## config.mk

```make
export PLATFORM = sky130hd
export DESIGN_NAME = ad_window_feeder
export DESIGN_NICKNAME = d
export VERILOG_FILES = /design/src/rtl/ad_window_feeder.sv
export SDC_FILE = /design/constraint.sdc
export NUM_CORES = 1
export LEC_CHECK = 0
export BUFFER_PORTS_ARGS = -buffer_cell sky130_fd_sc_hd__buf_2
export CELL_PAD_IN_SITES_DETAIL_PLACEMENT = 1
export CELL_PAD_IN_SITES_GLOBAL_PLACEMENT = 2
export CORE_MARGIN = 5
export CORE_UTILIZATION = 40
export DETAILED_ROUTE_END_ITERATION = 6
export PLACE_DENSITY_LB_ADDON = 0.05
export SLEW_MARGIN = 40
export SYNTH_ARGS = -nofsm -noshare
export SYNTH_HDL_FRONTEND = slang
export SYNTH_SLANG_ARGS = --single-unit
export TNS_END_PERCENT = 1
```

## constraint.sdc

```tcl
create_clock -name clock -period 3.16 [get_ports clock]
set_clock_uncertainty 0.2 [all_clocks]
set_input_delay 0.632 -clock clock [delete_from_list [all_inputs] [get_ports clock]]
set_output_delay 0.632 -clock clock [all_outputs]
set_load 0.05 [all_outputs]
```

## src/rtl/ad_window_feeder.sv

```systemverilog
`default_nettype none
// ============================================================================
//  Module      : ad_window_feeder
//  Description : Absolute-difference front end for the running-window SAD
//                accumulator. Per accepted pixel pair it presents the entering
//                AD term (ad_new) and the term leaving the window (ad_old).
//  Revision    : 1.0 - initial release
// ============================================================================
module ad_window_feeder #(
    parameter int PIXEL_BITS = 8,
    parameter int AD_BITS    = 12,
    parameter int WINDOW     = 9,
    parameter int ADDR_BITS  = 4
) (
    input  logic                  clock,
    input  logic                  reset,
    input  logic                  pix_valid,
    input  logic                  line_start,
    input  logic [PIXEL_BITS-1:0] left_pix,
    input  logic [PIXEL_BITS-1:0] right_pix,
    output logic [AD_BITS-1:0]    ad_new,
    output logic [AD_BITS-1:0]    ad_old,
    output logic                  out_valid,
    output logic                  first_out,
    output logic                  window_full
);

    // Storage is sized to the full address space so any pointer value is a
    // legal index; only the first WINDOW entries are ever used.
    localparam int                 c_DEPTH = 1 << ADDR_BITS;
    localparam logic [ADDR_BITS-1:0] c_LAST = ADDR_BITS'(WINDOW - 1);
    localparam logic [ADDR_BITS:0]   c_WIN  = (ADDR_BITS + 1)'(WINDOW);

    localparam logic [0:0] S_FILL = 1'b0;
    localparam logic [0:0] S_RUN  = 1'b1;

    logic [AD_BITS-1:0]    r_mem [0:c_DEPTH-1];
    logic [ADDR_BITS-1:0]  r_wr_ptr;
    logic [ADDR_BITS:0]    r_fill_cnt;
    logic [0:0]            r_state;
    logic [AD_BITS-1:0]    r_ad_new;
    logic [AD_BITS-1:0]    r_ad_old;
    logic                  r_out_valid;
    logic                  r_first_out;
    logic                  r_window_full;

    logic [PIXEL_BITS-1:0] w_diff;
    logic [AD_BITS-1:0]    w_ad;
    logic [AD_BITS-1:0]    w_ad_old;
    logic [ADDR_BITS-1:0]  w_ptr_nxt;
    logic [ADDR_BITS:0]    w_fill_nxt;
    logic [0:0]            w_state_nxt;

    // Unsigned absolute difference, zero-extended to the output width
    always_comb begin
        w_diff = (left_pix >= right_pix) ? (left_pix - right_pix)
                                         : (right_pix - left_pix);
        w_ad   = AD_BITS'(w_diff);
    end

    // Leaving term: the slot about to be overwritten holds the AD accepted
    // WINDOW samples ago, but it only belongs to this line once in RUN.
    always_comb begin
        w_ad_old = '0;
        if (r_state == S_RUN && !line_start) begin
            w_ad_old = r_mem[r_wr_ptr];
        end
    end

    // Next pointer, fill count and state for an accepted sample
    always_comb begin
        w_ptr_nxt   = (r_wr_ptr == c_LAST) ? '0 : r_wr_ptr + 1'b1;
        w_fill_nxt  = r_fill_cnt;
        w_state_nxt = r_state;
        if (line_start) begin
            // Pointer is deliberately left alone: addressing is relative.
            w_fill_nxt  = (ADDR_BITS + 1)'(1);
            w_state_nxt = S_FILL;
        end else if (r_state == S_FILL) begin
            w_fill_nxt = r_fill_cnt + 1'b1;
            if (r_fill_cnt + 1'b1 == c_WIN) begin
                w_state_nxt = S_RUN;
            end
        end
    end

    // Circular AD buffer; the read above sees the old contents of the slot
    always_ff @(posedge clock) begin
        if (!reset && pix_valid) begin
            r_mem[r_wr_ptr] <= w_ad;
        end
    end

    // Control state and registered outputs; idle cycles emit zero terms
    always_ff @(posedge clock) begin
        if (reset) begin
            r_wr_ptr      <= '0;
            r_fill_cnt    <= '0;
            r_state       <= S_FILL;
            r_ad_new      <= '0;
            r_ad_old      <= '0;
            r_out_valid   <= 1'b0;
            r_first_out   <= 1'b0;
            r_window_full <= 1'b0;
        end else if (pix_valid) begin
            r_wr_ptr      <= w_ptr_nxt;
            r_fill_cnt    <= w_fill_nxt;
            r_state       <= w_state_nxt;
            r_ad_new      <= w_ad;
            r_ad_old      <= w_ad_old;
            r_out_valid   <= 1'b1;
            r_first_out   <= line_start;
            r_window_full <= (w_state_nxt == S_RUN);
        end else begin
            r_ad_new      <= '0;
            r_ad_old      <= '0;
            r_out_valid   <= 1'b0;
            r_first_out   <= 1'b0;
        end
    end

    assign ad_new      = r_ad_new;
    assign ad_old      = r_ad_old;
    assign out_valid   = r_out_valid;
    assign first_out   = r_first_out;
    assign window_full = r_window_full;

endmodule
`default_nettype wire

```

==> metrics.txt, run 1 <==
run status=finished clean; Design Power=4.99 mW; initial core utilization=40.6%; area of the multi-input gates=2080 sq um; synthesized instance count=~410; worst r2r src=r_wr_ptr[1]; antenna violations before repair=0; number of distinct standard cells referenced by the synthesized netlist=40; crit-path max cell delay=520 ps; Synth Area in Adders=4.53%; placeable core area=approximately 16000 sq um; utilization of the core after routing=48.3%; TritonCTS clock tree=done; clock network power share=40.2%; Max Transition Viols Final=0; placed standard-cell area=7360 sq um; starting DRC count in detailed routing=101; Worst Path Class, Setup=primary input to register; required time of the worst setup path=3100 ps; main combinational cell family by area after synthesis=multiplexers; last weighted congestion value of the routability-driven placer=~0.78; sort of element at the end of the critical path=register; Max Cap Violations=0; Worst Hold Margin=261 ps; # IOs=47; synthesized area per cell=16.5 sq um; Post-synth EDFFs=between 100 and 150; Cell Area, Synth=around 6700 sq um; mux share of post-synthesis cell area=14.8%; share of the clock period used by the worst path after layout=88.4%; pin slew with the least headroom to its limit=589 ps; total setup buffers inserted after CTS=0; Remaining Overflow, GRT=0; layout net count=526; top cell family by delay on the critical path=compound AO/OA/AOI/OAI gates; fraction of post-synthesis cell area in the top cell type by area=a little under three fifths; detailed-route vias per instance=~5.0; total area of sequential cells=4410 sq um; Die Outline Area=19400 sq um; buffers from clock root to sink, at most=2; drt wl/cell=21.0 microns; arrival time at the worst endpoint=about 2700 ps; std cell rows=47; routed wire length=around 15000 microns; critical path peak fanout=16; share of synthesized flip-flops with an asynchronous set or reset=0%; worst hold path startpoint=line_start; Clock Latency Late Sink=420 ps; largest net degree at the start of global routing=38; number of sinks driven by the clock tree=approximately 160; reg-to-reg endpoint=r_mem[10][7]; most frequently used flop master after synthesis=sky130_fd_sc_hd__edfxtp_1; number of hold violations in the final report=0; number of endpoints failing setup at the final stage=0; HP Class=primary input to register; ant diodes=0; internal power summed over all cells=3.83 mW; fin crit period=about 2800 ps; final routed DRC violation total=0; switching power of the nets=1.15 mW; number of global-route vias before repair=4000; Final ANT Viol Nets=0; 1st-pass router iterations=4; height of the die=139 microns; xor/xnor cell area share of the yosys netlist=1.05%; setup tns final=0 ps; number of buffer cells added on primary ports=38; Startpoint Class=primary input; area leader, netlist=sky130_fd_sc_hd__edfxtp_1; Sw Ratio=23.1%; Worst Hold Depth=2; Filler Cells Inserted=1627; share of synthesized cell area in and, or, nand and nor gates=5.93%; Synth Area in Compound Gates=4.21%; sequential area share after synthesis=65.9%; Cell Pwr Density=627 nW/um^2; combined global-route utilization of all metal layers=16.2%; register-to-register setup slack=950 ps; CTS Root Buffer Type=sky130_fd_sc_hd__clkbuf_16; depth of the CTS H-tree=4; synthesis-stage register bit count=156; relative slew slack=approximately three fifths; worst ir drop on vdd=400 uV; Layout Area Growth over Synthesis=18.9%; slowest stage cell, crit path=sky130_fd_sc_hd__xor2_2; logic depth of the worst register-to-register path=5; clock transition at the registers of the reported paths=60 ps; cell types with the largest area share after synthesis=sky130_fd_sc_hd__edfxtp_1 (57%), sky130_fd_sc_hd__mux4_2 (13%), sky130_fd_sc_hd__dfxtp_1 (8.4%); clock buffer count from CTS=17; end point of the worst hold path=window_full; half-perimeter wire length after detailed placement=10100 microns; quantity of gates resized following cts=0; count of warnings emitted by yosys=0; sequential share of power=47.6%; overall die width=139 microns; Max Clock Freq=about 0.36 GHz; Cell Chain, Critical Path=buf_2, inv_1, ha_1, a21oi_4, nand4_2, a221oi_4, nor3b_1, a21oi_1, xor2_2; Leak=2.91 nW; Buf/Inv on CP=2; via count of the routed design=roughly 3.6k; Hold-fix buffers, CTS=0; final cell area excluding filler cells=between 7000 and 8000 sq um; share of final-layout standard cells stronger than drive strength 1=31.5%; unrepaired setup endpoints after global routing=false; portion of total power attributed to combinational logic=approximately an eighth; global-route wire length before repair=between 20000 and 25000 microns
## routing by layer
metal  vias up  global-route usage [%]  part of all wire, %
met5         -                       0                    0
met4         0                    4.89                  1.6
met3        20                    3.70                  2.9
met2        67                    27.8                   51
met1      1832                    20.6                   44
li1       1677                       -                    -
## through the flow
stage / setup WS [ps] / instances
floorplan: 8.95 / 412
detailed placement: -352 / 684
global route: 124 / 716
CTS: 93.8 / 716
global placement: -162 / 684
finish: 366 / 716
## cells in the final DEF (no fill, tap or decap), drive strengths merged, types with 4 or more instances in the layout
cell / n
edfxtp: 128
buf: 79
mux4: 40
dfxtp: 28
nor2: 27
inv: 24
ha: 21
clkbuf: 19
nand2: 16
nor2b: 10
a21oi: 10
mux2i: 9
o21ai: 8
conb: 8
clkinv: 8
and2: 7
nand2b: 6
a22oi: 5
a21o: 4
xnor2: 4
nand3: 4
xor2: 4
## worst max-delay path by stage
stage           startpoint      endpoint  cells past startpoint
6_report       left_pix[3]   r_mem[0][6]                      9
2_1_floorplan  left_pix[3]   r_mem[0][6]                      9
3_5_place_dp   left_pix[0]   r_mem[6][6]                     10
5_1_grt        left_pix[3]  r_mem[11][6]                      9
4_1_cts        left_pix[0]  r_mem[10][6]                     10
3_3_place_gp   left_pix[0]   r_mem[4][6]                     10
## state kept, by name, summed over array words and instances, names as in the netlist
signal       flops
ad_new           8
r_fill_cnt       5
out_valid        1
r_mem          128
r_wr_ptr         4
first_out        1
window_full      1
ad_old           8
## cell usage after synthesis (5+ instances only)
library cell	instances
sky130_fd_sc_hd__nand2b_1	6
sky130_fd_sc_hd__nor2b_1	10
sky130_fd_sc_hd__clkbuf_1	10
sky130_fd_sc_hd__o21ai_0	8
sky130_fd_sc_hd__buf_4	10
sky130_fd_sc_hd__and2_1	7
sky130_fd_sc_hd__inv_1	23
sky130_fd_sc_hd__edfxtp_1	128
sky130_fd_sc_hd__mux4_2	40
sky130_fd_sc_hd__nor2_1	27
sky130_fd_sc_hd__ha_1	21
sky130_fd_sc_hd__a22oi_1	5
sky130_fd_sc_hd__nand2_1	16
sky130_fd_sc_hd__mux2i_1	9
sky130_fd_sc_hd__dfxtp_1	28
sky130_fd_sc_hd__a21oi_1	8
## area by class of cell
| cell class | count | share of cell area, % |
|---|---|---|
| tap | 220 | 3.46 |
| sequential | 156 | 55.4 |
| clock inverter | 13 | 1.87 |
| timing repair buffer | 79 | 6.58 |
| inverter | 23 | 1.09 |
| multi-input combinational | 206 | 26.2 |
| clock buffer | 19 | 5.44 |
## kinds of logic (layout without fill, tap and decap cells)
logic type                 after synthesis  in the layout
buffers and inverters                   50            134
DFF                                    156            156
AOI/OAI and AO/OA                       38             38
other                                    1              8
adders and majority gates               23             23
xor gates and xnor gates                 8              8
and+or+nand+nor                         80             80
muxes                                   49             49
## worst reg2reg max path: cells and delay by family (launching register included)
kind	cells	cell delay, ps
buffers and inverters	2	710
and+or+nand+nor	2	440
DFF	1	310
adders and majority gates	1	250
## power groups by stage
stage          combinational [mW]  clock, mW  sequential [mW]
6_report                    0.610       2.00             2.37
5_1_grt                     0.668       2.15             2.37
4_1_cts                     0.622       2.05             2.37
3_5_place_dp                0.619          0             2.42
3_3_place_gp                0.603          0             2.41
2_1_floorplan               0.355          0             2.45
No activity file was read; power rests on OpenSTA's default activity.
==> run 2: changes to the inputs <==
--- a/config.mk
+++ b/config.mk
@@ -11,7 +11,7 @@
 export CORE_MARGIN = 5
 export CORE_UTILIZATION = 40
 export DETAILED_ROUTE_END_ITERATION = 6
-export PLACE_DENSITY_LB_ADDON = 0.05
+export PLACE_DENSITY = 0.77
 export SLEW_MARGIN = 40
 export SYNTH_ARGS = -nofsm -noshare
 export SYNTH_HDL_FRONTEND = slang
==> run 2 against run 1 <==
Worst setup slack improved by 4.4 ps; clock power barely moved; critical endpoint is now r_mem[1][6]; register-to-register slack better by 20 ps; clock-buffer cell count increased by 4; sequential power hardly changed; sequential cell count stayed put; sequential share of layout area barely moved; first-iteration DRC count grew to 2.9 times the previous value.
==> metrics.txt, run 2 (same netlist as run 1, synthesis figures left out) <==
number of hold violations in the final report=0 (unchanged); share of final-layout standard cells stronger than drive strength 1=30.8% (-0.60 points); via count of the routed design=3703 (+3.0%); depth of the CTS H-tree=4 (unchanged); Leak=2.90 nW (-0.14%); most used cells in the layout excluding fill and tap cells=sky130_fd_sc_hd__edfxtp_1 (128), sky130_fd_sc_hd__mux4_2 (40), sky130_fd_sc_hd__buf_4 (40); # IOs=47 (unchanged); Startpoint Class=primary input; antenna violations before repair=0 (unchanged); final cell area excluding filler cells=7950 sq um (about the same); final routed DRC violation total=0 (unchanged); placeable core area=16500 sq um (unchanged); Max Cap Violations=0 (unchanged); clock transition at the registers of the reported paths=60 ps (about the same); number of endpoints failing setup at the final stage=0 (unchanged); unrepaired setup endpoints after global routing=false; overall die width=139 microns (unchanged); required time of the worst setup path=3090 ps (about the same); run status=finished clean; Worst Path Class, Setup=primary input to register; Buf/Inv on CP=2 (unchanged); CTS Root Buffer Type=sky130_fd_sc_hd__clkbuf_16; 1st-pass router iterations=4 (unchanged); worst ir drop on vdd=438 uV (+9.5%); Die Outline Area=19400 sq um (unchanged); Clock Latency Late Sink=420 ps (about the same); Hold-fix buffers, CTS=0 (unchanged); Worst Hold Margin=289 ps (+28.6 ps); buffers from clock root to sink, at most=2 (unchanged); HP Class=primary input to register; routed wire length=14800 microns (-1.6%); starting DRC count in detailed routing=296 (+190%); pin slew with the least headroom to its limit=705 ps (+116 ps); top cell family by delay on the critical path=simple AND/OR/NAND/NOR gates; detailed-route vias per instance=5.17 (+3.0%); Layout Area Growth over Synthesis=18.8% (about the same); number of buffer cells added on primary ports=38 (unchanged); Final ANT Viol Nets=0 (unchanged); quantity of gates resized following cts=0 (unchanged); number of sinks driven by the clock tree=156 (unchanged); relative slew slack=53.0% (-7.7 points); global-route wire length before repair=23200 microns (-1.2%); largest net degree at the start of global routing=39 (+2.6%); half-perimeter wire length after detailed placement=9670 microns (-4.4%); drt wl/cell=20.7 microns (-1.6%); Max Transition Viols Final=0 (unchanged); setup tns final=0 ps (unchanged); number of instances in the placed design=684 (unchanged); sort of element at the end of the critical path=register; last weighted congestion value of the routability-driven placer=0.815 (+4.9%); flip-flop count of the largest register, all copies and words added=128 (unchanged); ant diodes=0 (unchanged); Max Clock Freq=0.358 GHz (+0.16%); Cell Chain, Critical Path=buf_2, inv_1, ha_1, fa_1, nand3b_1, nand4_2, a221oi_4, nor3b_1, a21oi_1, xor2_2; total setup buffers inserted after CTS=0 (unchanged); PnR worst setup slack=370 ps (+4.36 ps); Remaining Overflow, GRT=0 (unchanged); Cell Pwr Density=627 nW/um^2 (about the same); arrival time at the worst endpoint=2720 ps (about the same); critical path peak fanout=16 (unchanged); most common library cell in the layout ignoring fill and taps=sky130_fd_sc_hd__edfxtp_1; height of the die=139 microns (unchanged); slowest stage cell, crit path=sky130_fd_sc_hd__xor2_2; std cell rows=47 (unchanged); layout net count=526 (unchanged); initial core utilization=40.6% (unchanged); TritonCTS clock tree=done; Non-Filler Instances=716 (unchanged); placed standard-cell area=7350 sq um (-0.17%); number of global-route vias before repair=3989 (-0.27%); clock buffer count from CTS=17 (unchanged); combined global-route utilization of all metal layers=16.0% (-0.22 points); share of the clock period used by the worst path after layout=88.3% (-0.14 points); Largest Register=r_mem; fin crit period=2790 ps (-4.36 ps); dpl ws=-373 ps (-21.0 ps); crit-path max cell delay=540 ps (+20 ps)
run 2: worst register-to-register path, stage by stage, from the launching register on:
cell and delay, ps:
sky130_fd_sc_hd__dfxtp_2 340, sky130_fd_sc_hd__buf_12 290, sky130_fd_sc_hd__mux4_2 580, sky130_fd_sc_hd__mux4_2 520, sky130_fd_sc_hd__nor2b_1 150
run 2: metal layers:
layer  vias up  GRT usage [%]  share of wire (%)  wire length (microns)
li1       1676              -                  -                      -
met1      1902           20.4                 42                   6170
met2       109           27.0                 51                   7500
met3        16           3.74                6.1                    897
met4         0           5.30                1.6                    244
met5         -              0                  0                      0
run 2: final timing paths:
kind | start | to | slack [ps] | cells after the start
setup / recovery | left_pix[0] | r_mem[1][6] | 370 | 10
hold / removal | line_start | window_full | 290 | 2
setup reg to reg | r_wr_ptr[0] | ad_old[7] | 970 | 4
hold reg to reg | r_fill_cnt[0] | r_fill_cnt[0] | 350 | 1
run 2: power by group:
group	internal (mW)	total, mW	leakage [nW]	switching (mW)
sequential	2.36	2.37	1.38	0.00957
clock	1.27	2.02	0.286	0.747
combinational	0.226	0.593	1.24	0.367
run 2: area by class of cell:
type,count,area (sq um)
clock buffer,23,468
clock inverter,9,120
fill,1638,8520
inverter,23,86.3
multi-input combinational,206,2080
sequential,156,4410
tap,220,275
timing repair buffer,79,510
run 2: metrics by stage:
step,utilization [%],power (mW)
2_1_floorplan,-,2.81
3_3_place_gp,44.6,2.99
3_5_place_dp,44.6,3.01
4_1_cts,48.2,5.03
5_1_grt,48.3,5.19
6_report,48.3,4.98
